### src/rtl/booth_pkg.sv
// rtl/booth_pkg.sv - shared types and constants for the Booth multiplier
package booth_pkg;

    localparam int BOOTH_WIDTH_DEF = 8;

    // Step counter must hold the value WIDTH itself, hence WIDTH+1 codes.
    localparam int BOOTH_CNT_W_DEF = $clog2(BOOTH_WIDTH_DEF + 1);

    function automatic int booth_cnt_width(input int width);
        return $clog2(width + 1);
    endfunction

    typedef enum logic [2:0] {
        ST_IDLE   = 3'd0,
        ST_LOAD_M = 3'd1,
        ST_LOAD_Q = 3'd2,
        ST_CALC   = 3'd3,
        ST_OUT_HI = 3'd4,
        ST_OUT_LO = 3'd5
    } booth_state_e;

endpackage

### src/rtl/booth_step.sv
// rtl/booth_step.sv - one combinational radix-2 Booth step (add/sub then arithmetic shift)
module booth_step
    import booth_pkg::*;
#(
    parameter int WIDTH = BOOTH_WIDTH_DEF
) (
    input  logic [WIDTH:0]   a_i,
    input  logic [WIDTH:0]   m_i,
    input  logic [WIDTH-1:0] q_i,
    input  logic             q1_i,
    output logic [WIDTH:0]   a_o,
    output logic [WIDTH-1:0] q_o,
    output logic             q1_o
);

    logic [WIDTH:0] sum;

    // Booth recoding of {Q[0], q_1}: 01 adds M, 10 subtracts M, otherwise keep A.
    always_comb begin
        sum = a_i;
        case ({q_i[0], q1_i})
            2'b01:   sum = a_i + m_i;
            2'b10:   sum = a_i - m_i;
            default: sum = a_i;
        endcase
    end

    // Arithmetic right shift of {A, Q, q_1}; A's MSB is replicated.
    assign a_o  = {sum[WIDTH], sum[WIDTH:1]};
    assign q_o  = {sum[0], q_i[WIDTH-1:1]};
    assign q1_o = q_i[0];

endmodule

### src/rtl/booth_mult.sv
// rtl/booth_mult.sv - sequential signed Booth multiplier with byte-wide load and readout
module booth_mult
    import booth_pkg::*;
#(
    parameter int WIDTH = BOOTH_WIDTH_DEF
) (
    input  logic             clk,
    input  logic             rst_n,
    input  logic             beginsig,
    input  logic             locksig,
    input  logic [WIDTH-1:0] inbus,
    output logic [WIDTH-1:0] outbus,
    output logic             endsig
);

    localparam int CW = booth_cnt_width(WIDTH);

    booth_state_e   state_q, state_d;
    logic [WIDTH:0]   a_q, a_d;
    logic [WIDTH:0]   m_q, m_d;
    logic [WIDTH-1:0] q_q, q_d;
    logic             q1_q, q1_d;
    logic [CW-1:0]    cnt_q, cnt_d;
    logic [WIDTH-1:0] outbus_q, outbus_d;
    logic             endsig_q, endsig_d;

    logic [WIDTH:0]   a_step;
    logic [WIDTH-1:0] q_step;
    logic             q1_step;

    booth_step #(
        .WIDTH (WIDTH)
    ) u_step (
        .a_i  (a_q),
        .m_i  (m_q),
        .q_i  (q_q),
        .q1_i (q1_q),
        .a_o  (a_step),
        .q_o  (q_step),
        .q1_o (q1_step)
    );

    // State register and datapath; reset clears everything immediately.
    always_ff @(posedge clk or negedge rst_n) begin
        if (!rst_n) begin
            state_q  <= ST_IDLE;
            a_q      <= '0;
            m_q      <= '0;
            q_q      <= '0;
            q1_q     <= 1'b0;
            cnt_q    <= '0;
            outbus_q <= '0;
            endsig_q <= 1'b0;
        end else begin
            state_q  <= state_d;
            a_q      <= a_d;
            m_q      <= m_d;
            q_q      <= q_d;
            q1_q     <= q1_d;
            cnt_q    <= cnt_d;
            outbus_q <= outbus_d;
            endsig_q <= endsig_d;
        end
    end

    // Next-state and datapath updates; beginsig outside IDLE restarts at LOAD_M.
    always_comb begin
        state_d  = state_q;
        a_d      = a_q;
        m_d      = m_q;
        q_d      = q_q;
        q1_d     = q1_q;
        cnt_d    = cnt_q;
        outbus_d = outbus_q;
        endsig_d = 1'b0;

        if (state_q != ST_IDLE && beginsig) begin
            // Held beginsig parks in LOAD_M, but M is still captured when qualified.
            state_d = ST_LOAD_M;
            if (state_q == ST_LOAD_M && locksig) begin
                m_d  = {inbus[WIDTH-1], inbus};
                a_d  = '0;
                q1_d = 1'b0;
            end
        end else begin
            case (state_q)
                ST_IDLE: begin
                    if (beginsig) begin
                        state_d = ST_LOAD_M;
                    end
                end
                ST_LOAD_M: begin
                    if (locksig) begin
                        m_d     = {inbus[WIDTH-1], inbus};
                        a_d     = '0;
                        q1_d    = 1'b0;
                        state_d = ST_LOAD_Q;
                    end
                end
                ST_LOAD_Q: begin
                    if (locksig) begin
                        q_d     = inbus;
                        cnt_d   = CW'(WIDTH);
                        state_d = ST_CALC;
                    end
                end
                ST_CALC: begin
                    a_d   = a_step;
                    q_d   = q_step;
                    q1_d  = q1_step;
                    cnt_d = cnt_q - CW'(1);
                    if (cnt_q == CW'(1)) begin
                        state_d = ST_OUT_HI;
                    end
                end
                ST_OUT_HI: begin
                    outbus_d = a_q[WIDTH-1:0];
                    endsig_d = 1'b1;
                    state_d  = ST_OUT_LO;
                end
                ST_OUT_LO: begin
                    outbus_d = q_q;
                    endsig_d = 1'b1;
                    state_d  = ST_IDLE;
                end
                default: begin
                    state_d = ST_IDLE;
                end
            endcase
        end
    end

    assign outbus = outbus_q;
    assign endsig = endsig_q;

endmodule

### config.mk
export PLATFORM = sky130hd
export DESIGN_NAME = booth_mult
export DESIGN_NICKNAME = d
export VERILOG_FILES = /design/src/rtl/booth_pkg.sv /design/src/rtl/booth_step.sv /design/src/rtl/booth_mult.sv
export SDC_FILE = /design/constraint.sdc
export NUM_CORES = 1
export LEC_CHECK = 0
export BUFFER_PORTS_ARGS = -buffer_cell sky130_fd_sc_hd__clkbuf_2
export CAP_MARGIN = 20
export CORE_ASPECT_RATIO = 1.4
export CORE_UTILIZATION = 58
export CTS_BUF_LIST = sky130_fd_sc_hd__clkbuf_4 sky130_fd_sc_hd__clkbuf_8 sky130_fd_sc_hd__clkbuf_16
export CTS_CLUSTER_DIAMETER = 150
export DETAILED_ROUTE_END_ITERATION = 8
export GPL_ROUTABILITY_DRIVEN = 0
export PLACE_DENSITY = 0.78
export SYNTH_ARGS = -nofsm -noshare
export SYNTH_HDL_FRONTEND = slang
export SYNTH_SLANG_ARGS = --single-unit
### constraint.sdc
create_clock -name clk -period 3.3 [get_ports clk]
set_clock_uncertainty 0.1 [all_clocks]
set_input_delay 0.66 -clock clk [delete_from_list [all_inputs] [get_ports clk]]
set_output_delay 0.66 -clock clk [all_outputs]
set_load 0.03 [all_outputs]
==> flow_summary.toml, run 1 <==
[synth]
synth_top_area_share_pct = 42.05
syn_nets = 279
async_reset_ff_share_pct = 100.0
yosysSeqAreaShare_pct = 42.05
syn-mean-instance-area_sq_um = 9.606
syn-cell-area_sq_um = 2440
synth_top_cell_by_area = "dfrtp_1"
yosysUniqueCellTypes = 55
synth_edf_count = 0
ys_top_cells_by_area = "dfrtp_1 42%, ha_1 6.2%, o21ai_0 4.9%, nand2_1 3.5%, nor2_1 3.1%"
ys_warn_count = 0
synth_seq_cells = 41
synth_top_flop_cell = "dfrtp_1"
synth_cells = 254

[routing]
antenna_left = 0
drc = 0
drt-total-wl_microns = 5092
wl_per_cell_microns = 16.22
drt_iter0_drc = 75
viasPerCell = 6.213
dr_total_vias = 1951
drt_first_pass_iters = 4

[floorplan]
die_area_sq_um = 4474
die_y_microns = 78.74
die_w_microns = 56.82
core_sq_um = 3986
rows = 27
start_util_pct = 61.21
ios = 21

[global_route]
grt_pass1_vias = 1910
gr-total-overflow = 0
grt_util_all_layers_pct = 25.58
grt_max_degree = 42
antenna_found_initial = 0
grt_first_pass_wirelength_microns = 8707

[power_and_ir_drop]
power_density_nw_per_um2 = 918.7
pwr-share-comb_pct = 47.9
p_clk_share_pct = 17.1
power.total_uw = 2435
p_sw_uw = 1015
p_sw_share_pct = 41.69
p_int_uw = 1420
p_leak_uw = 0.001208
ir_drop_v = 0.0005913
sequentialPowerShare_pct = 35.0

[sta]
finalSetupViolCount = 0
slew_violations = 0
fin_crit_ns = 2.606
rsz0062_at_grt = "false"
fin_ws_ns = 0.6935
holdWs_ns = 0.06719
timing.final.crit_share_pct = 78.98
fmax_ghz = 0.3837
maxSlewHeadroom_pct = 48.33
hold_violations = 0
setup_total_negative_slack_ns = 0
worst_pin_slew_ns = 0.7716

[final_layout]
areaGrowthSynthToFinish_pct = 8.615
diodes = 0
layout.nets = 295
nFillCells = 331
layout-drive-gt1-share_pct = 14.76
finalNonFillerCells = 314

[flow_run]
max_cap_violations = 0

[setup_path]
r2r-start = "q_q[0]"
crit_buf_inv = 1
worstSetupStartpointType = "register"
cp_slowest_cell = "dfrtp_1"
cp_cell_sequence = "ha_1 > mux2_2 > inv_1 > ha_1 > nor2b_1 > o31a_1 > o21ai_1 > o2111ai_1 > o311ai_1"
cp_common_cell = "ha_1"
critPathTopFamily = "compound AO/OA/AOI/OAI gates"
reg2reg_slack_ns = 0.69
worst_setup_path_end_kind = "register"
critPathKind = "register to register"
slowest_delay_ns = 0.41
reg2reg_to = "a_q[6]"
crit_fanout = 8
reg2reg_depth = 9
arrival_ns = 2.71
required_ns = 3.41

[placement]
portBuffers = 20
placedCellCount = 305
post-place-ws_ns = 0.7175
place_hpwl_microns = 3785

[cts]
cts_tree = "built"
cts_buffers = 5
cts_root_buf = "clkbuf_8"
cts_buffer_depth = 2
ctsResizeCount = 0
cts.htree.levels = 2
clock-sinks = 41
clk-insertion-delay-late_ns = 0.30
postCtsHoldBufs = 0
clk_pin_slew_ns = 0.08
cts_setup_buffers = 0

[worst_hold_path]
hold_path_class = "input pin to asynchronous set/reset pin"

[status]
outcome = "completed"
==> worst max path at each step <==
stage | from | end | slack, ns | cells after the start
final | q_q[0] | a_q[6] | 0.69 | 9
after global routing | q1_q | a_q[7] | 0.56 | 9
after CTS | q1_q | a_q[7] | 0.69 | 9
after detailed placement | q_q[0] | a_q[7] | 0.72 | 8
after global placement | q1_q | a_q[7] | 0.80 | 9
after floorplan | q1_q | a_q[7] | 0.91 | 10
==> cell families (layout without fill, tap and decap cells) <==
| logic type | after synthesis | in the layout | share of synthesized area, % |
|---|---|---|---|
| xor+xnor | 7 | 7 | 2.513 |
| simple gates | 81 | 81 | 18.51 |
| mux | 8 | 8 | 3.590 |
| flops | 41 | 41 | 42.05 |
| compound gates | 78 | 78 | 20.92 |
| buf+inv | 26 | 43 | 5.436 |
| fa+ha+maj | 13 | 13 | 6.974 |
==> final cells by class <==
cell class | count | area, sq um | area share (%)
clock inverters | 3 | 43.79 | 1.653
flip-flops and latches | 41 | 1026 | 38.72
inverters | 13 | 48.80 | 1.841
well taps | 43 | 53.80 | 2.030
multi-input cells | 187 | 1281 | 48.35
clock buffers | 5 | 68.82 | 2.597
repair buffers | 22 | 127.6 | 4.816
==> state kept, by name, summed over array words and instances (netlist names) <==
register and flops:
cnt_q 4, q_q 8, endsig 1, m_q 8, outbus 8, q1_q 1
state_q 3, a_q 8
==> metrics by stage <==
step | util (%) | area, sq um
detailed placement | 63.15 | 2517
global route | 66.48 | 2650
finish | 66.48 | 2650
floorplan | - | 2440
CTS | 65.98 | 2630
global placement | 63.15 | 2517
==> cells in the mapped netlist (3+ instances only) <==
cell,number
a221o_1,7
and3_1,7
inv_1,12
mux2_1,4
o21ai_1,3
a21oi_1,11
nor2b_1,3
ha_1,12
nor3_1,5
buf_6,3
nand2_1,23
o21a_1,5
xnor2_1,6
dfrtp_1,41
nor2_1,20
o22ai_1,9
nand2b_1,4
buf_2,7
o21ai_0,24
==> per-layer routing <==
layer	vias to the layer above	GRT usage [%]	wire length [microns]
li1	950	-	-
met2	51	42.98	2544
met5	-	0	0
met1	943	32.54	2279
met4	0	11.46	85
met3	7	3.909	182
==> worst reg2reg max path, cell delays in order (launching register included) <==
cell and delay (ns):
dfrtp_1 0.41, ha_1 0.35, mux2_2 0.41, inv_1 0.06, ha_1 0.21, nor2b_1 0.14
o31a_1 0.26, o21ai_1 0.28, o2111ai_1 0.18, o311ai_1 0.11
==> power groups by stage <==
stage          logic [uW]  registers, uW  clock network [uW]
2_1_floorplan         911            862                   0
3_3_place_gp         1140            853                   0
3_5_place_dp         1160            861                   0
4_1_cts              1160            850                 420
5_1_grt              1320            872                 440
6_report             1170            851                 417
==> cells in the final DEF (no fill, tap or decap), types with 3 or more instances in the layout <==
master / count
clkbuf_2: 20
a21oi_1: 11
mux2_1: 4
nand2b_1: 4
xnor2_1: 6
a221o_1: 7
nand2_1: 23
o21ai_1: 3
inv_1: 12
nor3_1: 5
nor2b_1: 3
nor2_1: 20
o22ai_1: 9
o21ai_0: 24
ha_1: 12
and3_1: 7
o21a_1: 5
dfrtp_1: 41
clkbuf_8: 5
Note: power is estimated with default switching activity, not from simulation.
==> run 2: changes to the inputs <==
Settings changed: CORE_UTILIZATION 58 to 54, PLACE_DENSITY 0.78 to 0.76.
Clock period 3.3 ns to 2.1 ns, I/O delays scaled along.
==> run 2 against run 1 <==
Effect of this change:
- the flow now finishes with violations (negative setup slack)
- first-iteration DRC count increased by 21%
- sequential share of layout area decreased by 5.1 points
- routed wire length up 19%
- worst hold slack is essentially flat
- die area rose by 7.2%
- sequential power is 59% higher
- critical endpoint is now a_q[5]
- highest routed layer unchanged
==> flow_summary.toml, run 2 (same netlist as run 1, synthesis figures left out) <==
[floorplan]
core_sq_um = 4274
die_y_microns = 81.54
ios = 21
rows = 28
die_w_microns = 58.81
die_area_sq_um = 4795
start_util_pct = 57.08

[sta]
timing.final.crit_share_pct = 116.2
worst_pin_slew_ns = 0.5110
setup_total_negative_slack_ns = -1.489
fin_ws_ns = -0.3403
hold_violations = 0
rsz0062_at_grt = "true"
finalSetupViolCount = 7
slew_violations = 0
maxSlewHeadroom_pct = 65.94
fmax_ghz = 0.4098
fin_crit_ns = 2.440

[routing]
drc = 0
antenna_left = 0
drt-total-wl_microns = 6078
viasPerCell = 6.011
wl_per_cell_microns = 16.70
drt_first_pass_iters = 5
dr_total_vias = 2188
drt_iter0_drc = 91

[placement]
post-place-ws_ns = -0.2686
portBuffers = 20
place_hpwl_microns = 4189

[power_and_ir_drop]
p_leak_uw = 0.001391
p_sw_uw = 1970
sequentialPowerShare_pct = 28.3
power.total_uw = 4785
p_sw_share_pct = 41.17
p_int_uw = 2815
p_clk_share_pct = 13.9
ir_drop_v = 0.001039
power_density_nw_per_um2 = 1567
pwr-share-comb_pct = 57.9

[worst_hold_path]
hold_path_class = "input pin to asynchronous set/reset pin"

[cts]
cts.htree.levels = 2
postCtsHoldBufs = 0
cts_buffers = 5
cts_root_buf = "clkbuf_8"
clk-insertion-delay-late_ns = 0.30
cts_buffer_depth = 2
cts_tree = "built"
clock-sinks = 41
clk_pin_slew_ns = 0.09

[global_route]
antenna_found_initial = 0
grt_max_degree = 42
grt_pass1_vias = 2069
grt_first_pass_wirelength_microns = 9563
gr-total-overflow = 0
grt_util_all_layers_pct = 26.90

[setup_path]
arrival_ns = 2.55
critPathKind = "register to register"
crit_fanout = 3
worstSetupStartpointType = "register"
worst_setup_path_end_kind = "register"
required_ns = 2.21

[final_layout]
post-route-util_pct = 71.46
mostFrequentLayoutCells = "41 x dfrtp_1, 33 x buf_4, 23 x nand2_1"
layout-drive-gt1-share_pct = 31.25
layout.nets = 328
diodes = 0
areaGrowthSynthToFinish_pct = 25.18
layout_commonest_cell = "dfrtp_1"

[status]
violations = "negative setup slack"
outcome = "finished with violations"

[flow_run]
max_cap_violations = 0
run 2: power by group through the flow:
stage | logic (uW) | registers (uW) | clock network, uW
floorplan | 1500 | 1360 | 0
global placement | 2210 | 1320 | 0
detailed placement | 2270 | 1340 | 0
CTS | 2440 | 1340 | 673
global route | 3040 | 1390 | 698
finish | 2770 | 1350 | 664
run 2: metrics by stage:
stage	instances	hold WS (ns)	area (sq um)
2_1_floorplan	254	0.02441	2465
3_3_place_gp	348	0.3622	2753
3_5_place_dp	348	0.3704	2753
4_1_cts	358	0.09579	2938
5_1_grt	364	0.1203	3054
6_report	364	0.06716	3054
run 2: final timing paths:
path | cells after the start | startpoint | end | slack, ns
max in group asynchronous | 2 | rst_n | m_q[5] | 1.48
worst max-delay path | 10 | m_q[1] | a_q[5] | -0.34
min in group clk | 3 | inbus[1] | m_q[1] | 0.25
worst min-delay path | 2 | rst_n | a_q[5] | 0.07
worst min register to register | 2 | outbus[4] | outbus[4] | 0.38
worst max register to register | 10 | m_q[1] | a_q[5] | -0.34
run 2: per-layer routing:
metal  track usage (%)  up-vias  routed length [microns]
li1                  -     1021                        -
met1             31.70     1061                     2404
met2             46.36       84                     3134
met3             5.354       22                      333
met4             12.86        0                      206
met5                 0        -                        0
run 2: critical path, stage by stage, from the launching register on:
cell	delay [ns]
dfrtp_1	0.41
buf_6	0.14
nor3_4	0.18
nor2_1	0.07
xnor2_1	0.24
ha_1	0.31
o21a_1	0.18
o31a_1	0.15
o21a_1	0.22
o21a_1	0.18
o31ai_2	0.17
run 2: final cells by class:
cell class / count / area [sq um]
flip-flops and latches: 41 / 1026
multi-input cells: 187 / 1419
inverters: 13 / 51.30
fillers: 342 / 1220
clock inverters: 3 / 43.79
well taps: 60 / 75.07
repair buffers: 55 / 370.4
clock buffers: 5 / 68.82
run 2: repair_timing:
item / 4_1_cts / 5_1_grt
resized for setup: 13 / 18
setup buffers: 2 / 6
setup endpoints to repair: 7 / 7
cloned: 0 / 0
pin swaps: 11 / 15
==> run 3: changes to the inputs <==
Settings changed: CORE_UTILIZATION 54 to 43, PLACE_DENSITY 0.76 to 0.67.
==> run 3 against run 2 <==
Effect of this change:
- the run still ends with negative setup slack left
- worst hold slack gained 0.013 ns
- first-iteration DRC count shrank 20%
- flip-flop and latch count is the same
- critical path depth is the same
- critical path type unchanged
- core utilization shrank 16 points
- routed wire length shrank 4.8%
- critical endpoint is now a_q[7]
- final area shrank 0.66%
- non-clock buffer count grew 4
- largest cell class unchanged
- die area grew 25%
==> flow_summary.toml, run 3 (same netlist as run 1, synthesis figures left out) <==
[status]
outcome = "finished with violations"
violations = "negative setup slack"

[global_route]
grt_util_all_layers_pct = 21.44
antenna_found_initial = 0
grt_max_degree = 42
grt_first_pass_wirelength_microns = 9818
grt_pass1_vias = 2078
gr-total-overflow = 0

[final_layout]
mostFrequentLayoutCells = "40 x dfrtp_1, 38 x buf_4, 23 x nand2_1"
layout-drive-gt1-share_pct = 31.27
layout.nets = 332
areaGrowthSynthToFinish_pct = 24.36
layout_commonest_cell = "dfrtp_1"
diodes = 0

[routing]
wl_per_cell_microns = 15.43
drt-total-wl_microns = 5788
drc = 0
drt_first_pass_iters = 4
drt_iter0_drc = 73
dr_total_vias = 2119
viasPerCell = 5.651
antenna_left = 0

[setup_path]
reg2reg_to = "a_q[7]"
slowest_delay_ns = 0.40
critPathKind = "register to register"
worstSetupStartpointType = "register"
crit_fanout = 5
worst_setup_path_end_kind = "register"
reg2reg_depth = 10
r2r-start = "q1_q"
cp_cell_sequence = "inv_2 > ha_4 > nor2_4 > xnor2_2 > ha_1 > nor2b_4 > o31a_1 > o21ai_2 > mux2i_1 > mux2i_1"
cp_slowest_cell = "dfrtp_1"
arrival_ns = 2.47
cp_common_cell = "mux2i_1"
required_ns = 2.22
reg2reg_slack_ns = -0.25

[cts]
cts_buffers = 5
cts.htree.levels = 2
clk-insertion-delay-late_ns = 0.30
cts_buffer_depth = 2
clock-sinks = 41
clk_pin_slew_ns = 0.08
cts_root_buf = "clkbuf_8"
cts_tree = "built"

[power_and_ir_drop]
p_leak_uw = 0.001398
power_density_nw_per_um2 = 1521
ir_drop_v = 0.0009174
power.total_uw = 4615

[sta]
hold_violations = 0
slew_violations = 0
rsz0062_at_grt = "true"
maxSlewHeadroom_pct = 65.78
fin_crit_ns = 2.352
timing.final.crit_share_pct = 112.0
finalSetupViolCount = 6
fmax_ghz = 0.4252
fin_ws_ns = -0.2520
worst_pin_slew_ns = 0.5133

[floorplan]
start_util_pct = 44.48
core_sq_um = 5485
ios = 21
die_w_microns = 65.66
die_area_sq_um = 5983
die_y_microns = 91.13
rows = 32

[worst_hold_path]
hold_path_class = "input pin to asynchronous set/reset pin"

[placement]
portBuffers = 20
post-place-ws_ns = -0.3220
place_hpwl_microns = 4264

[flow_run]
max_cap_violations = 0
run 3: routing by layer:
layer  track usage, %  vias up  wire length (microns)
met4            11.05        0                    177
met2            32.99       63                   2858
met1            28.78     1015                   2531
met3            3.015       14                    220
li1                 -     1027                      -
met5                0        -                      0
run 3: through the flow:
step	instance area (sq um)	hold WS, ns	std cells	util, %	TNS (ns)
final	3034	0.08027	375	55.31	-1.230
after global routing	3034	0.1385	375	55.31	-1.976
after CTS	2967	0.09974	372	54.08	-1.193
after detailed placement	2808	0.3711	362	51.19	-1.599
after global placement	2808	0.3688	362	51.19	-1.177
after floorplan	2465	0.02441	254	-	-0.8164
run 3: repair_timing:
action / 4_1_cts / 5_1_grt
endpoints found under the setup margin: 7 / 7
pin swaps: 6 / 15
setup buffers: 3 / 3
hold buffers: 0 / 0
resized for setup: 12 / 10
run 3: layout make-up:
| class | count | area [sq um] |
|---|---|---|
| repair buffers | 59 | 396.6 |
| clock buffers | 6 | 82.58 |
| flip-flops and latches | 41 | 1027 |
| well taps | 68 | 85.08 |
| clock inverters | 1 | 7.507 |
| fillers | 486 | 2451 |
| multi-input cells | 187 | 1386 |
| inverters | 13 | 48.80 |
run 3: worst max-delay path, delay by kind of cell, from the launching register on:
kind,cells,cell delay [ns]
DFF,1,0.40
adders and majority gates,2,0.47
AOI/OAI and AO/OA,2,0.50
xor gates and xnor gates,1,0.12
and+or+nand+nor,2,0.19
buffers and inverters,1,0.07
muxes,2,0.43
run 3: worst max path at each step:
stage	cells after the start	endpoint	from
floorplan	10	a_q[7]	q_q[0]
global placement	9	a_q[7]	q1_q
detailed placement	9	a_q[5]	q1_q
CTS	9	a_q[7]	m_q[1]
global route	9	a_q[7]	q_q[0]
finish	10	a_q[7]	q1_q
run 3: report_power, final:
| part | switching (uW) | internal, uW | leakage [uW] |
|---|---|---|---|
| Combinational | 1320 | 1410 | 0.000839 |
| Sequential | 287 | 1060 | 0.000515 |
| Clock | 279 | 260 | 0.0000433 |
